File: config.mk
export PLATFORM = sky130hd
export DESIGN_NAME = note_sequencer_flat
export DESIGN_NICKNAME = d
export VERILOG_FILES = /design/src/rtl/note_sequencer_if.sv /design/src/rtl/note_sequencer.sv /design/src/flat_wrapper.sv
export SDC_FILE = /design/constraint.sdc
export NUM_CORES = 1
export LEC_CHECK = 0
export ABC_AREA = 1
export CAP_MARGIN = 20
export CORE_MARGIN = 3
export CORE_UTILIZATION = 60
export DETAILED_ROUTE_END_ITERATION = 10
export MAX_ROUTING_LAYER = met4
export PLACE_DENSITY = 0.8
export SYNTH_ARGS = -nofsm -noshare
export SYNTH_HDL_FRONTEND = slang
export SYNTH_SLANG_ARGS = --single-unit
File: constraint.sdc
create_clock -name i_clk -period 3.8 [get_ports i_clk]
set_input_delay 0.76 -clock i_clk [delete_from_list [all_inputs] [get_ports i_clk]]
set_output_delay 0.76 -clock i_clk [all_outputs]
set_load 0.01 [all_outputs]
File: src/rtl/note_sequencer_if.sv
// Control/status bundle between the mode/button logic and the note sequencer.
// The master drives the melody controls; the slave (sequencer) returns generator drive and status.
interface note_sequencer_if #(
    parameter int ADDR_W = 4
) ();
    logic              mode;
    logic              wr_en;
    logic [ADDR_W-1:0] wr_addr;
    logic [7:0]        wr_data;
    logic [ADDR_W:0]   seq_len;
    logic              loop;
    logic              start;
    logic              stop;
    logic [19:0]       note_period;
    logic              play;
    logic              busy;
    logic              done;
    logic [ADDR_W-1:0] cur_index;

    modport master (
        output mode, wr_en, wr_addr, wr_data, seq_len, loop, start, stop,
        input  note_period, play, busy, done, cur_index
    );

    modport slave (
        input  mode, wr_en, wr_addr, wr_data, seq_len, loop, start, stop,
        output note_period, play, busy, done, cur_index
    );
endinterface

File: src/rtl/note_sequencer.sv
// Plays a stored melody by stepping through note/duration entries and driving the
// square-wave generator, with a silent gap after each note and optional looping.
module note_sequencer #(
    parameter int CLK_FREQ    = 50_000_000,
    parameter int DEPTH       = 16,
    parameter int ADDR_W      = 4,
    parameter int BEAT_CYCLES = 12_500_000,
    parameter int GAP_CYCLES  = 1_250_000
) (
    input  logic              i_clk,
    input  logic              i_rst_n,
    note_sequencer_if.slave   io_seq
);

    typedef enum logic [1:0] {IDLE, LOAD, NOTE, GAP} state_t;

    // Half-period minus one for C4..B4, rounded from micro-hertz frequencies (A4 = 440 Hz).
    function automatic logic [19:0] toneConst(input int code);
        longint fUhz;
        longint half;
        case (code)
            1:       fUhz = 64'd261625565;
            2:       fUhz = 64'd277182631;
            3:       fUhz = 64'd293664768;
            4:       fUhz = 64'd311126984;
            5:       fUhz = 64'd329627557;
            6:       fUhz = 64'd349228231;
            7:       fUhz = 64'd369994423;
            8:       fUhz = 64'd391995436;
            9:       fUhz = 64'd415304698;
            10:      fUhz = 64'd440000000;
            11:      fUhz = 64'd466163762;
            12:      fUhz = 64'd493883301;
            default: fUhz = 64'd0;
        endcase
        if (fUhz == 64'd0) begin
            return 20'd0;
        end
        half = (longint'(CLK_FREQ) * 64'd1000000 + fUhz) / (64'd2 * fUhz);
        return 20'(half - 64'd1);
    endfunction

    localparam logic [19:0] TONE_TABLE [16] = '{
        toneConst(0),  toneConst(1),  toneConst(2),  toneConst(3),
        toneConst(4),  toneConst(5),  toneConst(6),  toneConst(7),
        toneConst(8),  toneConst(9),  toneConst(10), toneConst(11),
        toneConst(12), toneConst(13), toneConst(14), toneConst(15)
    };

    localparam logic [23:0] BEAT_LOAD = 24'(BEAT_CYCLES - 1);
    localparam logic [23:0] GAP_LOAD  = 24'(GAP_CYCLES - 1);

    state_t            r_state;
    state_t            w_nextState;
    logic [23:0]       r_beatCnt;
    logic [23:0]       w_beatCnt;
    logic [3:0]        r_units;
    logic [3:0]        w_units;
    logic [ADDR_W-1:0] r_curIndex;
    logic [ADDR_W-1:0] w_curIndex;
    logic [19:0]       r_notePeriod;
    logic [19:0]       w_notePeriod;
    logic              r_play;
    logic              w_play;
    logic              r_done;
    logic              w_done;
    logic [7:0]        r_mem [DEPTH];

    logic [7:0]        w_entry;
    logic [3:0]        w_code;
    logic              w_pitched;
    logic              w_abort;
    logic              w_isLast;
    logic              w_beatDone;

    assign w_entry    = r_mem[r_curIndex];
    assign w_code     = w_entry[7:4];
    assign w_pitched  = (w_code >= 4'd1) && (w_code <= 4'd12);
    assign w_abort    = io_seq.stop || !io_seq.mode;
    assign w_isLast   = ({1'b0, r_curIndex} + (ADDR_W+1)'(1)) >= io_seq.seq_len;
    assign w_beatDone = (r_beatCnt == 24'd0);

    // Melody memory has no reset so a stored tune survives a reset pulse.
    always_ff @(posedge i_clk) begin
        if (io_seq.wr_en && (r_state == IDLE)) begin
            r_mem[io_seq.wr_addr] <= io_seq.wr_data;
        end
    end

    always_ff @(posedge i_clk or negedge i_rst_n) begin
        if (!i_rst_n) begin
            r_state      <= IDLE;
            r_beatCnt    <= 24'd0;
            r_units      <= 4'd0;
            r_curIndex   <= '0;
            r_notePeriod <= 20'd0;
            r_play       <= 1'b0;
            r_done       <= 1'b0;
        end else begin
            r_state      <= w_nextState;
            r_beatCnt    <= w_beatCnt;
            r_units      <= w_units;
            r_curIndex   <= w_curIndex;
            r_notePeriod <= w_notePeriod;
            r_play       <= w_play;
            r_done       <= w_done;
        end
    end

    always_comb begin
        w_nextState = r_state;
        case (r_state)
            IDLE: begin
                if (io_seq.start && io_seq.mode && (io_seq.seq_len != '0) && !io_seq.stop) begin
                    w_nextState = LOAD;
                end
            end
            LOAD: begin
                w_nextState = w_abort ? IDLE : NOTE;
            end
            NOTE: begin
                if (w_abort) begin
                    w_nextState = IDLE;
                end else if (w_beatDone && (r_units == 4'd0)) begin
                    w_nextState = GAP;
                end
            end
            GAP: begin
                if (w_abort) begin
                    w_nextState = IDLE;
                end else if (w_beatDone) begin
                    w_nextState = (w_isLast && !io_seq.loop) ? IDLE : LOAD;
                end
            end
            default: w_nextState = IDLE;
        endcase
    end

    // Note length is beats x units so each counter stays within 24 bits yet counts exactly.
    always_comb begin
        w_play       = 1'b0;
        w_done       = 1'b0;
        w_notePeriod = r_notePeriod;
        w_curIndex   = r_curIndex;
        w_beatCnt    = r_beatCnt;
        w_units      = r_units;
        case (r_state)
            IDLE: begin
                if (w_nextState == LOAD) begin
                    w_curIndex = '0;
                end
            end
            LOAD: begin
                if (w_nextState == NOTE) begin
                    w_play    = w_pitched;
                    w_beatCnt = BEAT_LOAD;
                    w_units   = w_entry[3:0];
                    if (w_pitched) begin
                        w_notePeriod = TONE_TABLE[w_code];
                    end
                end
            end
            NOTE: begin
                if (w_nextState == NOTE) begin
                    w_play = r_play;
                    if (w_beatDone) begin
                        w_beatCnt = BEAT_LOAD;
                        w_units   = r_units - 4'd1;
                    end else begin
                        w_beatCnt = r_beatCnt - 24'd1;
                    end
                end else if (w_nextState == GAP) begin
                    w_beatCnt = GAP_LOAD;
                end
            end
            GAP: begin
                if (w_nextState == GAP) begin
                    w_beatCnt = r_beatCnt - 24'd1;
                end else if (w_nextState == LOAD) begin
                    w_curIndex = w_isLast ? '0 : (r_curIndex + ADDR_W'(1));
                end else if (!w_abort) begin
                    w_done = 1'b1;
                end
            end
            default: begin
                w_play = 1'b0;
            end
        endcase
    end

    assign io_seq.note_period = r_notePeriod;
    assign io_seq.play        = r_play;
    assign io_seq.busy        = (r_state != IDLE);
    assign io_seq.done        = r_done;
    assign io_seq.cur_index   = r_curIndex;

endmodule

File: src/flat_wrapper.sv
// flat-port wrapper written by rule: the top's interface ports become plain ports
module note_sequencer_flat 
#(
    parameter int CLK_FREQ    = 50_000_000,
    parameter int DEPTH       = 16,
    parameter int ADDR_W      = 4,
    parameter int BEAT_CYCLES = 12_500_000,
    parameter int GAP_CYCLES  = 1_250_000
)
  (i_clk, i_rst_n, io_seq_mode, io_seq_wr_en, io_seq_wr_addr, io_seq_wr_data, io_seq_seq_len, io_seq_loop, io_seq_start, io_seq_stop, io_seq_note_period, io_seq_play, io_seq_busy, io_seq_done, io_seq_cur_index);
  note_sequencer_if #(.ADDR_W(ADDR_W)) io_seq_i ();
  input  logic i_clk;
  input  logic i_rst_n;
  input wire logic [$bits(io_seq_i.mode)-1:0] io_seq_mode;
  input wire logic [$bits(io_seq_i.wr_en)-1:0] io_seq_wr_en;
  input wire logic [$bits(io_seq_i.wr_addr)-1:0] io_seq_wr_addr;
  input wire logic [$bits(io_seq_i.wr_data)-1:0] io_seq_wr_data;
  input wire logic [$bits(io_seq_i.seq_len)-1:0] io_seq_seq_len;
  input wire logic [$bits(io_seq_i.loop)-1:0] io_seq_loop;
  input wire logic [$bits(io_seq_i.start)-1:0] io_seq_start;
  input wire logic [$bits(io_seq_i.stop)-1:0] io_seq_stop;
  output wire logic [$bits(io_seq_i.note_period)-1:0] io_seq_note_period;
  output wire logic [$bits(io_seq_i.play)-1:0] io_seq_play;
  output wire logic [$bits(io_seq_i.busy)-1:0] io_seq_busy;
  output wire logic [$bits(io_seq_i.done)-1:0] io_seq_done;
  output wire logic [$bits(io_seq_i.cur_index)-1:0] io_seq_cur_index;
  assign io_seq_i.mode = io_seq_mode;
  assign io_seq_i.wr_en = io_seq_wr_en;
  assign io_seq_i.wr_addr = io_seq_wr_addr;
  assign io_seq_i.wr_data = io_seq_wr_data;
  assign io_seq_i.seq_len = io_seq_seq_len;
  assign io_seq_i.loop = io_seq_loop;
  assign io_seq_i.start = io_seq_start;
  assign io_seq_i.stop = io_seq_stop;
  assign io_seq_note_period = io_seq_i.note_period;
  assign io_seq_play = io_seq_i.play;
  assign io_seq_busy = io_seq_i.busy;
  assign io_seq_done = io_seq_i.done;
  assign io_seq_cur_index = io_seq_i.cur_index;
  note_sequencer #(.CLK_FREQ(CLK_FREQ), .DEPTH(DEPTH), .ADDR_W(ADDR_W), .BEAT_CYCLES(BEAT_CYCLES), .GAP_CYCLES(GAP_CYCLES)) u_core (.i_clk(i_clk), .i_rst_n(i_rst_n), .io_seq(io_seq_i));
endmodule
After elaboration in Yosys (flattened, before gate mapping) --
Memory sizes are Yosys's and may differ from the RTL's. A register that Yosys moved wholly into a read port is not among the register bits. Cells that the tools add are included.
Word-level totals: logic and storage cells 87, bits in writable memories 128, memories kept 2, bits in latches 0, memory bits (read-only) 320, register bits after elaboration 36, output and inout port bits 27
Memories:
- (no name shown) | depth 16, bits a word 20, rd ports 1, clocked after Yosys merged registers in 1, write ports 0, RTL line note_sequencer.sv:159 | w_notePeriod = TONE_TABLE[w_code];
- u_core.r_mem | depth 16, bits a word 8, rd ports 1, clocked after Yosys merged registers in 0, write ports 1, RTL line note_sequencer.sv:67 | logic [7:0] r_mem [DEPTH];
Operators by class: multipliers 0, $lt $le $gt $ge 3, shift operators 0, divide/modulo/power cells 0, reductions and logical operators 24, $add $sub $neg 4, equal/unequal tests 15, multiplexer cells 32, bitwise gates (word level) 1
Operators with widths (count):
- $mux 24 | 5
- $pmux 24 s3 | 1
- $mux 4 | 7
- $logic_not 24->1 | 1
- $sub 24x1->24 const B | 1
- $pmux 4 s2 | 2
- $mux 2 | 6
- $reduce_and 4->1 | 3
- $ne 2x1->1 const B | 5
- $mux 1 | 9
- $eq 2x2->1 const B | 4
- $pmux 2 s4 | 1
- $logic_and 1x1->1 | 7
- $ne 2x2->1 const B | 3
- $reduce_bool 2->1 | 3
- $add 4x1->5 const B | 1
- $ge 5x5->1 | 1
- $not 4->5 | 1
- $reduce_bool 5->1 | 1
- $add 4x1->4 const B | 1
- $eq 2x1->1 const B | 2
- $ge 4x1->1 const B | 1
- $le 4x4->1 const B | 1
- $logic_not 1->1 | 4
- other kinds (8) | 8

Longest topological paths before layout --
Gate-level depths: netlist of the first run.
depth in word-level cells 11, depth in mapped cells 22

Worst setup path after synthesis of the first run --
No wires, ideal clock.
kind flip-flop to flip-flop, start register u_core.r_curIndex[0], in the netlist u_core.io_seq.cur_index[0], end register u_core.r_beatCnt[12], slack 1104 ps, stages on the path, launching flop included 21, path buffers 4, required time 3671 ps, arrival time 2567 ps, cells stage by stage dfrtp_1 -> buf_6 -> buf_6 -> buf_2 -> buf_2 -> nand3_1 -> xor2_1 -> ha_1 -> nand3_1 -> nor2_1 -> nor2_1 -> nor2_1 -> nand2_1 -> nand2_1 -> nand2_1 -> nand2_2 -> nand3_1 -> nand2_1 -> nand2_1 -> nand2_1 -> nand3_1
Between the ends: longest elaborated chain between the ends 10, elaborated cells between the ends (all ways) 15, classes of those cells 1 x add/sub; 1 x order compare; 5 x eq/ne; 6 x mux; 2 x reduce/logical
Ends and longest elaborated chain:
- from (decl) | RTL line note_sequencer.sv:59 | logic [ADDR_W-1:0] r_curIndex;
- from (signal assigned) | RTL line note_sequencer.sv:103 | r_curIndex <= w_curIndex;
- $add 4x1->5 * | RTL line note_sequencer.sv:80 | assign w_isLast = ({1'b0, r_curIndex} + (ADDR_W+1)'(1)) >= io_seq.seq_len;
- $ge 5x5->1 * | RTL line note_sequencer.sv:80
- $logic_and 1x1->1 * | RTL line note_sequencer.sv:132 | w_nextState = (w_isLast && !io_seq.loop) ? IDLE : LOAD;
- $mux 1 * | RTL line note_sequencer.sv:132
- $mux 2 * | RTL line note_sequencer.sv:131 | end else if (w_beatDone) begin
- $mux 2 * | RTL line note_sequencer.sv:129 | if (w_abort) begin
- $pmux 2 s4 * | RTL line note_sequencer.sv:112 | case (r_state)
- $eq 2x2->1, on equally long branches
- $ne 3x1->1 (no line) (tied with other cells)
- $reduce_and 4->1 (no line) or $pmux 24 s3 (tied branches)
- to (signal assigned) | RTL line note_sequencer.sv:101 | r_beatCnt <= w_beatCnt;
- to (decl) | RTL line note_sequencer.sv:55 | logic [23:0] r_beatCnt;
Mark *: on every way between the ends. The rest lies on a longest branch, timed or not. A chain may end at the register's enable or synchronous reset.

Final worst setup path of the first run --
start register u_core.r_curIndex[2], in the netlist u_core.io_seq.cur_index[2], end register u_core.r_notePeriod[7], in the netlist u_core.io_seq.note_period[7]
Between the ends: longest elaborated chain between the ends 9, elaborated cells between the ends (all ways) 14, classes of those cells 1 x add/sub; 3 x order compare; 1 x eq/ne; 4 x mux; 1 x bitwise; 3 x reduce/logical; 1 x memory
Ends and longest elaborated chain:
- $add 4x1->5 | RTL line note_sequencer.sv:80
- $ge 5x5->1 | RTL line note_sequencer.sv:80
- $logic_and 1x1->1 | RTL line note_sequencer.sv:132
- $mux 1 | RTL line note_sequencer.sv:132
- $mux 2 | RTL line note_sequencer.sv:131
- $mux 2 | RTL line note_sequencer.sv:129
- $pmux 2 s4 | RTL line note_sequencer.sv:112
- $eq 2x2->1 | RTL line note_sequencer.sv:154 | if (w_nextState == NOTE) begin
- $reduce_and 3->1 (no line)
- to (decl) | RTL line note_sequencer.sv:61 | logic [19:0] r_notePeriod;
Several ways; a longest one is shown, not always the timed one.

==> results of run 1 <==
layout make-up:
| cell class | count | area (um^2) | area share (%) |
|---|---|---|---|
| Sequential cell | 181 | 5170 | 51.5 |
| Multi-Input combinational cell | 631 | 3260 | 32.5 |
| Timing Repair Buffer | 58 | 548 | 5.46 |
| Clock buffer | 19 | 433 | 4.31 |
| Inverter | 67 | 251 | 2.50 |
| Tap cell | 180 | 225 | 2.24 |
| Clock inverter | 12 | 155 | 1.54 |
registers in the layout (all words and copies together), names as in the netlist:
signal	cells
u_core.r_beatCnt	24
u_core.r_units	4
u_core.r_state	2
u_core.io_seq.done	1
u_core.io_seq.cur_index	4
u_core.io_seq.note_period	17
u_core.r_mem	128
u_core.io_seq.play	1
cells in the final DEF (no fill, tap or decap), drive strengths merged, types with 5 or more instances in the layout:
cell           Yosys  routed
nor2             184     184
nand2            176     176
edfxtp           128     128
o21ai             85      85
inv               67      69
nand3             64      64
dfrtp             53      53
clkdlybuf4s50      0      46
o211ai            21      21
clkbuf             8      19
ha                18      18
xor2              15      15
o22ai             13      13
a21oi             12      12
buf               32      12
o221ai             8       8
nand3b             8       8
nand4              6       6
clkinv             0       6
nor3               5       5
metal layers:
layer,vias up,global-route usage [%],wire (um)
met5,-,-,0
met4,0,8.61,428
met3,36,4.54,1400
met2,285,41.7,9630
met1,3147,34.4,8460
li1,3186,-,-
stage by stage:
step | total power (uW) | instances
6_report | 4770 | 1148
5_1_grt | 4970 | 1148
2_1_floorplan | 2770 | 919
4_1_cts | 4790 | 1148
3_3_place_gp | 3010 | 1117
3_5_place_dp | 3030 | 1117
synth_stat cells (all sizes together):
master	n
xor2	15
a22oi	3
clkbuf	8
nor2	184
buf	32
nor3	5
o21ai	85
a21o	1
ha	18
nand4	6
o221ai	8
xnor2	3
o22ai	13
nand3b	8
edfxtp	128
conb	1
a31oi	1
dfrtp	53
or3	1
o21a	1
a21oi	12
nor4	1
o211ai	21
nand2	176
inv	67
a21boi	1
nand3	64
nor3b	1
kinds of logic (layout without fill, tap and decap cells):
family / Yosys count / in the layout
XOR/XNOR: 18 / 18
adder cells (fa/ha/maj): 18 / 18
flip-flops: 181 / 181
AO/OA/AOI/OAI: 146 / 146
other: 1 / 3
AND/OR/NAND/NOR: 446 / 446
buffers and inverters: 107 / 156
worst max-delay path: stages (launching register included):
cell      delay [ns]
dfrtp_1         0.76
inv_2           0.32
o211ai_1        0.18
nand3_1         0.13
nand2_1         0.22
inv_2           0.11
ha_1            0.24
inv_1           0.07
nand2_2         0.07
nand2_4         0.10
nand3_4         0.19
nand2_4         0.26
nand2_1         0.09
nand2_1         0.07
path summary, 6_finish.rpt:
| path | from | endpoint | slack (ns) | cells past startpoint |
|---|---|---|---|---|
| max in group asynchronous | i_rst_n | u_core.r_beatCnt[12] | 2.65 | 2 |
| max | u_core.io_seq.cur_index[2] | u_core.io_seq.note_period[7] | 0.92 | 13 |
| min reg2reg | u_core.io_seq.note_period[11] | u_core.io_seq.note_period[11] | 0.47 | 2 |
| min in group i_clk | u_core.io_seq.note_period[11] | u_core.io_seq.note_period[11] | 0.47 | 2 |
| min | i_rst_n | u_core.io_seq.note_period[10] | 0.36 | 1 |
| max reg2reg | u_core.io_seq.cur_index[2] | u_core.io_seq.note_period[7] | 0.92 | 13 |
power groups by stage:
stage                     Sequential, uW  Clock [uW]  Combinational [uW]
after floorplan                     2410           0                 352
after global placement              2400           0                 610
after detailed placement            2410           0                 626
after CTS                           2370        1790                 632
after global routing                2390        1880                 709
final                               2370        1770                 629
==> impl_metrics.toml, run 1 <==
[outcome]
status = "finished, final reports clean"

[placement]
dp_slack_ns = 0.836
gp_congestion = 0.940
dp_hpwl_mm = 13.0
placed_cell_area_mm2 = 0.00946
portBuffers = 47

[final_layout]
area_delta_synth_final_pct = 12.3
final_area_mm2 = 0.0100
fill_cells = 1077
num_antenna_cells = 0
final_layout_size_suffix_gt1_share_pct = 9.30
final_net_count = 998
final_util_pct = 70.7

[sta]
setup_slack_ns = 0.923
min_period_ns = 2.88
rsz0062_at_grt = "false"
finClkSkew_ns = 0.0126
tns_ns = 0
finalSetupViolations = 0
maxSlewViolCount = 0
worst_pin_slew_ns = 0.925
layout_worst_path_cycle_share_pct = 75.7
hold_violations = 0
hold_ws_ns = 0.362
max-slew-margin-rel_pct = 38.1
fmax_ghz = 0.348

[logic_synthesis]
ys_seq_area_share_pct = 57.8
synth_compound_area_share_pct = 10.0
synth_top_area_share_pct = 43.0
synth_top_family_by_area = "simple AND/OR/NAND/NOR gates"
syn_inst = 917
ys_seq_elements = 181
synth_area_leaders = "edfxtp_1 43%, dfrtp_1 15%, nor2_1 7.3%, nand2_1 6.7%, o21ai_0 3.9%"
avgSynthCellArea_um2 = 9.76
synth_cell_types = 45
yosys_warnings = 0
yosys.area_share.simple_pct = 22.0
synth_top_cell_by_area = "edfxtp_1"
yosys.area_share.adder_pct = 2.52
synth_mux_area_share_pct = 0
synth_xor_area_share_pct = 1.76
netlist_area_mm2 = 0.00895

[power_and_ir_drop]
seq_power_share_pct = 49.7
ir_worst_vdd_mv = 0.308
power_density_mw_per_mm2 = 475
p_int_uw = 3560
combinationalPowerShare_pct = 13.2
leakage_uw = 0.00403
pwr-share-clk_pct = 37.2
power_switching_uw = 1210
switching_share_pct = 25.3

[routing]
drt_iter0_drc = 808
wirelength_mm = 19.9
postRouteAntennaNets = 0
drtPass1Iterations = 5
via_count = 6654
viasPerCell = 5.80
wl_per_cell_um = 17.4
drc_errors = 0

[global_routing]
grt_use_total_pct = 26.1
overflow = 0
grt_pass1_vias = 6419
grt_first_pass_wirelength_mm = 32.5
grt_antenna_before_repair = 0
grt_max_degree = 47

[floorplan]
die_w_um = 128
fp-row-count = 43
die_area_mm2 = 0.0164
io_pins = 51
coreArea_mm2 = 0.0142
start_util_pct = 63.0
fp.dieH_um = 128

[cts]
cts_hold_buf = 0
cts_tree = "yes"
clk_path_buf_depth = 2
clock_sinks = 181
cts.htree.levels = 4
clkSlewWorstSetupHoldPaths_ns = 0.06
cts_setup_buffers = 0
cts_resized = 0
clock_latency_ns = 0.43
cts_buffers = 17
root_buffer = "clkbuf_16"

[setup_path]
worstPathRequired_ns = 4.17
end_kind = "flop"
worstSetupStartpointType = "flop"
arrival_ns = 3.25
critical_path_class = "flop to flop"
crit_path_max_fanout = 18

[flow_run]
maxCapViolCount = 0

[min_path]
min_path_type = "input pin to async pin"
No activity file was read; power rests on OpenSTA's default activity.
==> run 2, diff against run 1 <==
--- a/config.mk
+++ b/config.mk
@@ -8,10 +8,10 @@
 export ABC_AREA = 1
 export CAP_MARGIN = 20
 export CORE_MARGIN = 3
-export CORE_UTILIZATION = 60
+export CORE_UTILIZATION = 54
 export DETAILED_ROUTE_END_ITERATION = 10
 export MAX_ROUTING_LAYER = met4
-export PLACE_DENSITY = 0.8
+export PLACE_DENSITY = 0.76
 export SYNTH_ARGS = -nofsm -noshare
 export SYNTH_HDL_FRONTEND = slang
 export SYNTH_SLANG_ARGS = --single-unit
==> constraint.sdc (replaced) <==
create_clock -name i_clk -period 2.4 [get_ports i_clk]
set_input_delay 0.48 -clock i_clk [delete_from_list [all_inputs] [get_ports i_clk]]
set_output_delay 0.48 -clock i_clk [all_outputs]
set_load 0.01 [all_outputs]
==> run 2 against run 1 <==
The flow now finishes with violations (setup timing). Die area rose by 11%. Hold slack got worse by 0.33 ns. Fmax rose by 18%. Via count rose by 4.3%. Setup slack got worse by 0.96 ns. Utilization fell by 3.2 points.
==> impl_metrics.toml, run 2 (synthesis gave the netlist of run 1 again) <==
[global_routing]
grt_use_total_pct = 24.0
grt_pass1_vias = 6467
grtUsageMet1_pct = 32.5
met3_usage_pct = 3.91
grt_first_pass_wirelength_mm = 33.1
gr-usage-met2_pct = 38.3
grt_antenna_before_repair = 0
overflow = 0
grt_max_degree = 54
grt.busiest_layer = "met2"

[floorplan]
io_pins = 51
coreArea_mm2 = 0.0161
start_util_pct = 55.7
fp.dieH_um = 135
die_w_um = 135
fp-row-count = 46
die_area_mm2 = 0.0181

[cts]
clk_path_buf_depth = 2
cts_tree = "yes"
clkSlewWorstSetupHoldPaths_ns = 0.07
cts_buffers = 17
clock_sinks = 181
clock_latency_ns = 0.43
root_buffer = "clkbuf_16"
cts.htree.levels = 4

[setup_path]
crit_path_max_fanout = 7
arrival_ns = 2.78
crit_end = "u_core.io_seq.cur_index[2]"
worstPathRequired_ns = 2.75
worstSetupStartpointType = "flop"
crit_path_start = "u_core.io_seq.cur_index[0]"
end_kind = "flop"
critical_path_class = "flop to flop"
regToRegEndpoint = "u_core.io_seq.cur_index[2]"
reg2reg_from = "u_core.io_seq.cur_index[0]"
rr_worst_depth = 18
r2r_slack_ns = -0.03

[final_layout]
final_layout_size_suffix_gt1_share_pct = 18.6
top_register = "u_core.r_mem"
area_delta_synth_final_pct = 21.2
largest_reg_flops = 128
layout_commonest_cell = "nor2_1"
num_antenna_cells = 0
final_net_count = 1064
final_cell_mix = "169 x nor2_1, 151 x nand2_1, 128 x edfxtp_1"

[sta]
layout_worst_path_cycle_share_pct = 101
finClkSkew_ns = 0.0194
maxSlewViolCount = 0
rsz0062_at_grt = "true"
setup_slack_ns = -0.0336
min_period_ns = 2.43
fmax_ghz = 0.411
hold_ws_ns = 0.0355
hold_violations = 0
worst_pin_slew_ns = 0.575
finalSetupViolations = 4
tns_ns = -0.0834
max-slew-margin-rel_pct = 61.6

[power_and_ir_drop]
pwr-share-clk_pct = 35.5
p_int_uw = 5440
combinationalPowerShare_pct = 14.6
ir_worst_vdd_mv = 0.533
seq_power_share_pct = 50.0
leakage_uw = 0.00440
power_switching_uw = 2060
switching_share_pct = 27.4
power_density_mw_per_mm2 = 692

[routing]
via_count = 6939
drt_iter0_drc = 676
drc_errors = 0
postRouteAntennaNets = 0
viasPerCell = 5.55
wirelength_mm = 21.3
drtPass1Iterations = 5
wl_per_cell_um = 17.0

[placement]
dp_hpwl_mm = 13.9
portBuffers = 47
gp_congestion = 0.929

[min_path]
min_path_type = "input pin to async pin"

[flow_run]
maxCapViolCount = 0

[outcome]
status = "complete, but fails checks"
violations = "setup timing"
run 2: power by group through the flow:
stage / registers, uW / logic, uW / clock network (uW)
5_1_grt: 3770 / 1210 / 2840
2_1_floorplan: 3820 / 559 / 0
4_1_cts: 3740 / 1060 / 2690
6_report: 3750 / 1090 / 2660
3_3_place_gp: 3800 / 1030 / 0
3_5_place_dp: 3810 / 1050 / 0
run 2: worst max-delay path, cell delays in order, from the launching register on:
cell and delay [ns]:
dfrtp_2 0.51, nand3_2 0.13, xor2_2 0.29, ha_4 0.26, nand2_1 0.07, inv_1 0.05
nand2_1 0.07, nand2_1 0.06, nor2_2 0.10, nor2_1 0.06, nand2_1 0.05, nand2_1 0.05
nand2_2 0.07, nand2_4 0.10, nand2_4 0.11, nand2_4 0.09, nor2_4 0.15, nand2_1 0.07
o21ai_1 0.07
run 2: area by class of cell:
type / instances / area [um^2]
Clock buffer: 17 / 425
Sequential cell: 181 / 5170
Tap cell: 216 / 270
Clock inverter: 15 / 131
Fill cell: 1197 / 5220
Timing Repair Buffer: 123 / 1120
Inverter: 67 / 264
Multi-Input combinational cell: 632 / 3460
run 2: timing repair:
action,4_1_cts,5_1_grt
buffers inserted,0,7
pin swaps,0,13
resized for setup,2,55
endpoints found under the setup margin,19,45
hold endpoints to repair,0,0
gates cloned,0,2
hold buffers,0,0
run 2: stage by stage:
step	cell area, um^2	std cells	power (uW)	setup WS [ns]	utilization [%]
2_1_floorplan	8980	919	4380	-0.143	-
3_3_place_gp	9990	1211	4830	-0.103	62.2
3_5_place_dp	9990	1211	4850	-0.180	62.2
4_1_cts	10600	1243	7490	0.00529	65.7
5_1_grt	10800	1251	7820	-0.218	67.5
6_report	10800	1251	7500	-0.0336	67.5
run 2: layer usage:
| metal | vias to the layer above | wire length, um |
|---|---|---|
| met5 | - | 0 |
| met3 | 20 | 1370 |
| li1 | 3319 | - |
| met2 | 288 | 10300 |
| met1 | 3312 | 9280 |
| met4 | 0 | 263 |
run 2: worst min-delay path by stage:
| stage | start | end | slack, ns |
|---|---|---|---|
| finish | i_rst_n | u_core.io_seq.note_period[7] | 0.04 |
| global route | i_rst_n | u_core.io_seq.note_period[7] | 0.05 |
| CTS | i_rst_n | u_core.io_seq.note_period[10] | 0.04 |
| detailed placement | u_core.io_seq.note_period[14] | u_core.io_seq.note_period[14] | 0.46 |
| global placement | u_core.io_seq.note_period[14] | u_core.io_seq.note_period[14] | 0.46 |
| floorplan | i_rst_n | u_core.io_seq.cur_index[0] | 0.18 |
